--- src/rtl/cpu_pkg.sv ---
// Shared types and constants for the fetch slice of the core.
// Imported by the fetch unit and its next-pc selector.
package cpu_pkg;

    localparam int XLEN   = 32;
    localparam int IMM_W  = 16;
    localparam int JIDX_W = 26;

    localparam logic [XLEN-1:0] DEFAULT_RESET_PC = 32'h0000_0000;

    typedef enum logic [1:0] {
        IDLE  = 2'd0,
        FETCH = 2'd1,
        ISSUE = 2'd2
    } fetch_state_e;

    function automatic logic [XLEN-1:0] word_align(input logic [XLEN-1:0] a);
        return {a[XLEN-1:2], 2'b00};
    endfunction

endpackage

--- src/rtl/fetch_unit_next_pc.sv ---
// Combinational next-pc selection: jump, then taken branch, then pc+4.
// All arithmetic wraps modulo 2^32.
module next_pc
    import cpu_pkg::*;
(
    input  logic [XLEN-1:0]   pc_plus4,
    input  logic              branch_taken,
    input  logic [XLEN-1:0]   branch_offset,
    input  logic              jump,
    input  logic [JIDX_W-1:0] jump_index,
    output logic [XLEN-1:0]   npc
);

    logic [XLEN-1:0] jump_target;
    logic [XLEN-1:0] branch_target;

    assign jump_target   = {pc_plus4[31:28], jump_index, 2'b00};
    assign branch_target = pc_plus4 + (branch_offset << 2);

    always_comb begin
        npc = pc_plus4;
        priority case (1'b1)
            jump:         npc = jump_target;
            branch_taken: npc = branch_target;
            default:      npc = pc_plus4;
        endcase
    end

endmodule

--- src/rtl/fetch_unit.sv ---
// Instruction fetch unit: requests a word at pc, holds it until issued,
// then steers pc by jump/branch/sequential and counts issued instructions.
module fetch_unit
    import cpu_pkg::*;
#(
    parameter logic [XLEN-1:0] RESET_PC = DEFAULT_RESET_PC
) (
    input  logic              clk,
    input  logic              rst_n,
    output logic              imem_req,
    output logic [XLEN-1:0]   imem_addr,
    input  logic              imem_ack,
    input  logic [XLEN-1:0]   imem_rdata,
    input  logic              stall,
    input  logic              branch_taken,
    input  logic [XLEN-1:0]   branch_offset,
    input  logic              jump,
    input  logic [JIDX_W-1:0] jump_index,
    output logic [XLEN-1:0]   instr,
    output logic              instr_valid,
    output logic [IMM_W-1:0]  imm16,
    output logic [XLEN-1:0]   pc,
    output logic [XLEN-1:0]   pc_plus4,
    output logic [XLEN-1:0]   issue_count
);

    fetch_state_e    state;
    logic [XLEN-1:0] npc;

    assign imem_addr = pc;
    assign pc_plus4  = pc + 32'd4;
    assign imm16     = instr[IMM_W-1:0];

    next_pc u_next_pc (
        .pc_plus4      (pc_plus4),
        .branch_taken  (branch_taken),
        .branch_offset (branch_offset),
        .jump          (jump),
        .jump_index    (jump_index),
        .npc           (npc)
    );

    // imem_req is registered alongside state so it tracks FETCH exactly
    always_ff @(posedge clk or negedge rst_n) begin
        if (!rst_n) begin
            state       <= IDLE;
            pc          <= word_align(RESET_PC);
            instr       <= '0;
            instr_valid <= 1'b0;
            issue_count <= '0;
            imem_req    <= 1'b0;
        end else begin
            case (state)
                IDLE: begin
                    state    <= FETCH;
                    imem_req <= 1'b1;
                end
                FETCH: begin
                    if (imem_ack) begin
                        instr       <= imem_rdata;
                        instr_valid <= 1'b1;
                        state       <= ISSUE;
                        imem_req    <= 1'b0;
                    end
                end
                ISSUE: begin
                    if (!stall) begin
                        pc          <= word_align(npc);
                        issue_count <= issue_count + 32'd1;
                        instr_valid <= 1'b0;
                        state       <= FETCH;
                        imem_req    <= 1'b1;
                    end
                end
                default: begin
                    state    <= IDLE;
                    imem_req <= 1'b0;
                end
            endcase
        end
    end

endmodule

--- config.mk ---
export PLATFORM = sky130hd
export DESIGN_NAME = fetch_unit
export DESIGN_NICKNAME = d
export VERILOG_FILES = /design/src/rtl/cpu_pkg.sv /design/src/rtl/fetch_unit_next_pc.sv /design/src/rtl/fetch_unit.sv
export SDC_FILE = /design/constraint.sdc
export NUM_CORES = 1
export LEC_CHECK = 0
export ABC_AREA = 1
export BUFFER_PORTS_ARGS = -buffer_cell sky130_fd_sc_hd__buf_4
export CAP_MARGIN = 20
export CORE_MARGIN = 4
export CORE_UTILIZATION = 52
export DETAILED_ROUTE_END_ITERATION = 8
export GPL_ROUTABILITY_DRIVEN = 0
export HOLD_SLACK_MARGIN = 0.05
export PLACE_DENSITY = 0.83
export SLEW_MARGIN = 15
export SYNTH_ARGS = -nofsm -noshare
export SYNTH_HDL_FRONTEND = slang
export SYNTH_SLANG_ARGS = --single-unit
export TNS_END_PERCENT = 20
--- constraint.sdc ---
create_clock -name clk -period 3.4 [get_ports clk]
set_input_delay 0.34 -clock clk [delete_from_list [all_inputs] [get_ports clk]]
set_output_delay 0.34 -clock clk [all_outputs]
set_load 0.05 [all_outputs]
==> flow_summary_export.csv, run 1 <==
group,metric,value,unit
run,cap_violations,0,
yosys,synth_area_per_cell,7.00,µm²
grt,grtUsageTotal,27.7,%
grt,busiest_layer,"met2",
setup_path,worstPathRequired,3660,ps
hold_path,hp-class,"input pin to async pin",
grt,grt_max_degree,98,
floorplan,die_x,132,µm
final_layout,nNetsFinal,1496,
setup_path,r2r_cells,21,
power,leakage,5.55,nW
grt,use_met2,46.1,%
setup_path,path_class,"flip-flop to flip-flop",
clock_network,clk_pin_slew_worst_paths,70,ps
clock_network,clock-sinks,97,
yosys,synth-async-reset-ratio,100,%
setup_path,critical_path.slowest_cell,"dfrtp_1",
detailed_routing,vias,8355,
yosys,yosysWarnings,0,
placed_design,port_buffers,265,
grt,grt_pass1_wl,39400,µm
placed_design,preCtsSetupSlack,228,ps
grt,antenna_found_initial,0,
yosys,synthDominantCellAreaShare,30.6,%
clock_network,cts_root_buf,"clkbuf_16",
sta,rsz0062_at_grt,"false",
sta,slew_violations,0,
final_layout,n_fill_cell,1284,
final_layout,drive_gt1_share,26.7,%
detailed_routing,drt-total-wl,25300,µm
yosys,synth_edf_count,0,
setup_path,path_common_cell,"nand2_1",
setup_path,cpPeakStageDelay,350,ps
yosys,syn_area,7940,µm²
detailed_routing,first_iter_violations,992,
sta,slew_headroom,66.2,%
grt,grt_pass1_vias,7683,
final_layout,final_common_cell,"nand2_1",
grt,met3_usage,4.51,%
sta,finalCritPeriodShare,94.5,%
yosys,synth_top_area_cell,"dfrtp_1",
floorplan,ioPinCount,274,
clock_network,clk_path_buf_depth,2,
detailed_routing,drtPass1Iterations,8,
sta,setup_viol,0,
setup_path,critPathCaptureType,"flip-flop",
setup_path,start_kind,"flip-flop",
setup_path,worst-path-max-fanout,5,
outcome,status,"finished, final reports clean",
power,ir_drop,1.01,mV
power,power.total,11.3,mW
clock_network,clock_latency,340,ps
detailed_routing,viasPerCell,5.39,
sta,min_period,3210,ps
clock_network,cts.hold.buffers_added,0,
floorplan,core,14800,µm²
detailed_routing,drtAntennaViolNets,0,
yosys,ys.flop_type,"dfrtp_1",
final_layout,postLayoutCoreUtil,69.3,%
placed_design,dp_hpwl,20500,µm
floorplan,dieArea,17300,µm²
sta,fmax,0.311,GHz
final_layout,seqCellArea,2430,µm²
floorplan,start_util,53.8,%
setup_path,crit_cells,21,
sta,holdWs,57.8,ps
setup_path,cp_cell_sequence,"buf_4 > inv_1 > nor2_2 > nand2_1 > nor2_1 > nand2_1 > inv_1 > nand3_1 > and2_1 > ha_1 > nand2_1 > inv_1 > nand2_1 > nand2_1 > a21oi_1 > inv_1 > nand2_1 > nand3_1 > nand2_1 > nand3_1 > a21boi_0",
sta,layout_setup_ws,187,ps
setup_path,crit_family,"simple AND/OR/NAND/NOR gates",
final_layout,areaGrowthSynthToFinish,28.7,%
final_layout,final_cell_mix,"nand2_1, buf_4, inv_1",
detailed_routing,avgRoutedWirePerCell,16.3,µm
sta,fin_skew,5.18,ps
setup_path,cp_data_arrival_time,3470,ps
power,powerDensity,1100,nW/µm²
clock_network,tritoncts,"yes",
final_layout,multi_input_area,4570,µm²
yosys,synthTopCellsByArea,"dfrtp_1, nand2_1, inv_1",
yosys,ys_types,45,
yosys,ys_seq_elements,97,
clock_network,cts_buffers,9,
grt,met1_usage,37.5,%
final_layout,n_antenna_cell,0,
yosys,synth_cells,1134,
floorplan,rows,44,
detailed_routing,route.detailed.drc,0,
sta,worstMarginPinSlew,503,ps
yosys,yosysSeqAreaShare,30.6,%
setup_path,cp_num_buf_inv,5,
clock_network,cts_max_level,3,
floorplan,die_h,132,µm
sta,finalHoldViolCount,0,
grt,overflow,0,
==> registers in the layout, summed over array words and instances (netlist names) <==
name,cells
instr,32
issue_count,32
state,2
instr_valid,1
imem_addr,30
==> path summary, 6_finish.rpt <==
kind / slack [ps] / from / to
worst max-delay path: 190 / imem_addr[2] / imem_addr[27]
worst min-delay path: 60 / rst_n / issue_count[15]
worst max register to register: 190 / imem_addr[2] / imem_addr[27]
worst min register to register: 500 / instr_valid / instr_valid
max in group asynchronous: 2940 / rst_n / imem_addr[13]
min in group clk: 180 / imem_ack / state[0]
==> cell type report <==
| cell class | count | share of cell area, % |
|---|---|---|
| Sequential cell | 97 | 23.8 |
| Inverter | 158 | 5.80 |
| Tap cell | 184 | 2.25 |
| Multi-Input combinational cell | 817 | 44.7 |
| Clock inverter | 7 | 0.600 |
| Clock buffer | 9 | 2.20 |
| Timing Repair Buffer | 279 | 20.6 |
==> through the flow <==
| step | area [µm²] | TNS (ps) | std cells |
|---|---|---|---|
| final | 10200 | 0 | 1551 |
| after global routing | 10200 | 0 | 1551 |
| after CTS | 10200 | 0 | 1551 |
| after detailed placement | 9910 | 0 | 1535 |
| after global placement | 9910 | 0 | 1535 |
| after floorplan | 8020 | -194 | 1139 |
==> synth_stat cells, types with 2 or more instances <==
| library cell | number |
|---|---|
| nand3b_1 | 7 |
| nor4_1 | 4 |
| xnor2_1 | 16 |
| dfrtp_1 | 97 |
| nand2_1 | 325 |
| xor2_1 | 32 |
| clkbuf_1 | 12 |
| ha_1 | 37 |
| nand3_1 | 70 |
| buf_2 | 2 |
| mux2_2 | 32 |
| inv_1 | 156 |
| nand2_4 | 3 |
| o221ai_1 | 2 |
| a22oi_1 | 5 |
| nand4_1 | 15 |
| nor2_1 | 89 |
| nor3_1 | 19 |
| o31ai_1 | 2 |
| nand2_2 | 2 |
| o21ai_0 | 46 |
| buf_4 | 52 |
| or2_2 | 2 |
| nor2_2 | 3 |
| o21bai_1 | 4 |
| nor2_4 | 7 |
| and2_1 | 11 |
| nand3_2 | 3 |
| a21boi_0 | 9 |
| a21oi_1 | 52 |
| o22ai_1 | 2 |
| a2bb2oi_1 | 3 |
==> cells by family after synthesis <==
family | count (synthesis) | share of synthesized area, %
DFF | 97 | 30.6
other | 1 | 0.0472
xor gates and xnor gates | 48 | 5.29
AOI/OAI and AO/OA | 130 | 9.23
muxes | 32 | 4.54
adders and majority gates | 38 | 6.08
and+or+nand+nor | 563 | 31.1
buffers and inverters | 225 | 13.1
==> metal layers <==
layer | vias to the layer above | wire, µm
met4 | 0 | 664
met2 | 500 | 12000
met3 | 47 | 2540
met1 | 3780 | 10000
met5 | - | 0
li1 | 4028 | -
==> what timing repair did <==
action / in CTS / in global routing
gates resized for setup: 0 / 10
hold endpoints to repair: 0 / 0
setup buffers: 0 / 0
setup endpoints to repair: 0 / 13
==> where the power goes <==
group | switching (mW) | total (mW) | internal (mW)
Clock | 0.472 | 0.983 | 0.511
Sequential | 0.494 | 2.06 | 1.56
Combinational | 5.77 | 8.22 | 2.45
(Power assumes the default switching activity.)
==> run 2: changes to the inputs <==
Settings changed: CAP_MARGIN 20 to not set, MAX_ROUTING_LAYER set to met4.
==> flow_summary_export.csv, run 2 (same netlist as run 1, synthesis figures left out) <==
group,metric,value,unit
detailed_routing,avgRoutedWirePerCell,16.3,µm
floorplan,dieArea,17300,µm²
placed_design,place_area,9910,µm²
clock_network,post_cts_buffers,0,
setup_path,worst-path-max-fanout,5,
sta,finalHoldViolCount,0,
detailed_routing,first_iter_violations,1010,
setup_path,start_kind,"flip-flop",
sta,worstMarginPinSlew,514,ps
detailed_routing,drt-total-wl,25300,µm
power,internal_power,4.52,mW
floorplan,start_util,53.8,%
clock_network,tritoncts,"yes",
clock_network,clock-sinks,97,
sta,slew_violations,0,
final_layout,n_fill_cell,1284,
final_layout,final_cell_mix,"nand2_1, buf_4, inv_1",
final_layout,drive_gt1_share,26.7,%
final_layout,stdcell_area,10200,µm²
power,powerDensity,1100,nW/µm²
power,seq_power_share,18.3,%
final_layout,final_cells,1551,
clock_network,clk_pin_slew_worst_paths,70,ps
sta,holdWs,57.7,ps
sta,slew_headroom,65.5,%
detailed_routing,drtAntennaViolNets,0,
setup_path,cp_data_arrival_time,3490,ps
final_layout,nNetsFinal,1496,
sta,fin_skew,6.26,ps
floorplan,rows,44,
power,switching_share,59.8,%
detailed_routing,route.detailed.drc,0,
grt,antenna_found_initial,0,
placed_design,port_buffers,265,
setup_path,r2r_cells,21,
clock_network,cts.hold.buffers_added,0,
detailed_routing,viasPerCell,5.36,
setup_path,rr_startpoint,"imem_addr[2]",
detailed_routing,drtPass1Iterations,5,
sta,rsz0062_at_grt,"false",
clock_network,clk_path_buf_depth,2,
sta,min_period,3230,ps
power,power_frac_clock,8.7,%
placed_design,dp_hpwl,20500,µm
clock_network,cts_root_buf,"clkbuf_16",
sta,fmax,0.310,GHz
floorplan,ioPinCount,274,
power,ir_drop,1.01,mV
final_layout,final_common_cell,"nand2_1",
setup_path,path_class,"flip-flop to flip-flop",
floorplan,die_h,132,µm
floorplan,die_x,132,µm
clock_network,cts_max_level,3,
clock_network,cts_buffers,9,
final_layout,n_antenna_cell,0,
outcome,status,"finished, final reports clean",
power,p_sw,6.74,mW
hold_path,hp-class,"input pin to async pin",
placed_design,placed_cells,1535,
grt,grt_pass1_wl,39500,µm
final_layout,areaGrowthSynthToFinish,28.7,%
sta,setup_viol,0,
sta,finalCritPeriodShare,95.0,%
setup_path,r2r_end,"imem_addr[27]",
grt,grt_pass1_vias,7656,
grt,grt_max_degree,98,
detailed_routing,vias,8318,
final_layout,postLayoutCoreUtil,69.3,%
grt,grtUsageTotal,28.6,%
setup_path,critPathCaptureType,"flip-flop",
power,leakage,5.55,nW
setup_path,worstPathRequired,3660,ps
floorplan,core,14800,µm²
grt,overflow,0,
setup_path,ff2ff_setup_slack,170,ps
run,cap_violations,0,
clock_network,clock_latency,340,ps
power,p_comb_share,73.0,%
## run 2: cell counts in the layout (fill, tap and decap cells not counted)
Identical to the previous run, type by type.
## run 2: timing repair
action                     CTS  global route
hold endpoints to repair     0             0
setup endpoints to repair    0            13
resized for setup            0            10
## run 2: cell type report
cell class / instances / area (µm²) / area share, %
clock inverters: 7 / 61.3 / 0.600
flip-flops and latches: 97 / 2430 / 23.8
inverters: 158 / 593 / 5.80
clock buffers: 9 / 225 / 2.20
well taps: 184 / 230 / 2.25
repair buffers: 279 / 2110 / 20.6
multi-input cells: 817 / 4570 / 44.7
## run 2: how the worst max path moves through the flow
stage / depth (start not counted) / from / slack, ps / end
final: 21 / imem_addr[2] / 170 / imem_addr[27]
after global routing: 18 / imem_addr[2] / 4 / imem_addr[25]
after CTS: 18 / imem_addr[3] / 200 / imem_addr[27]
after detailed placement: 18 / imem_addr[3] / 230 / imem_addr[27]
after global placement: 16 / imem_addr[18] / 280 / imem_addr[30]
after floorplan: 19 / imem_addr[2] / -90 / imem_addr[30]
## run 2: routing by layer
layer	vias to the layer above	track usage [%]	share of wire, %
met3	51	4.13	9.5
li1	4029	-	-
met4	0	7.47	2.7
met5	-	-	0
met2	468	46.2	48
met1	3770	37.9	40
## run 2: power groups by stage
stage	combinational [mW]	clock, mW	sequential [mW]
6_report	8.22	0.985	2.06
5_1_grt	8.70	1.04	2.13
4_1_cts	8.15	1.00	2.05
3_5_place_dp	8.12	0	2.07
3_3_place_gp	8.03	0	2.05
2_1_floorplan	4.73	0	3.35
## run 2: metrics by stage
stage	setup slack (ps)	TNS [ps]	power, mW
6_report	169	0	11.3
5_1_grt	4.18	0	11.9
4_1_cts	201	0	11.2
3_5_place_dp	228	0	10.2
3_3_place_gp	284	0	10.1
2_1_floorplan	-91.8	-194	8.08
## run 2: critical path, cell delays in order, from the launching register on
cell      delay (ps)
dfrtp_1          350
buf_4            140
inv_1            110
nor2_2           190
nand2_1          170
nor2_1           190
nand2_1          120
inv_1             70
nand3_1           50
and2_1           210
ha_1             330
nand2_1          130
inv_1             60
nand2_1           70
nand2_1           80
a21oi_1          320
inv_1             90
nand2_1           90
nand3_1           70
nand2_1           70
nand3_1           80
a21boi_0         160
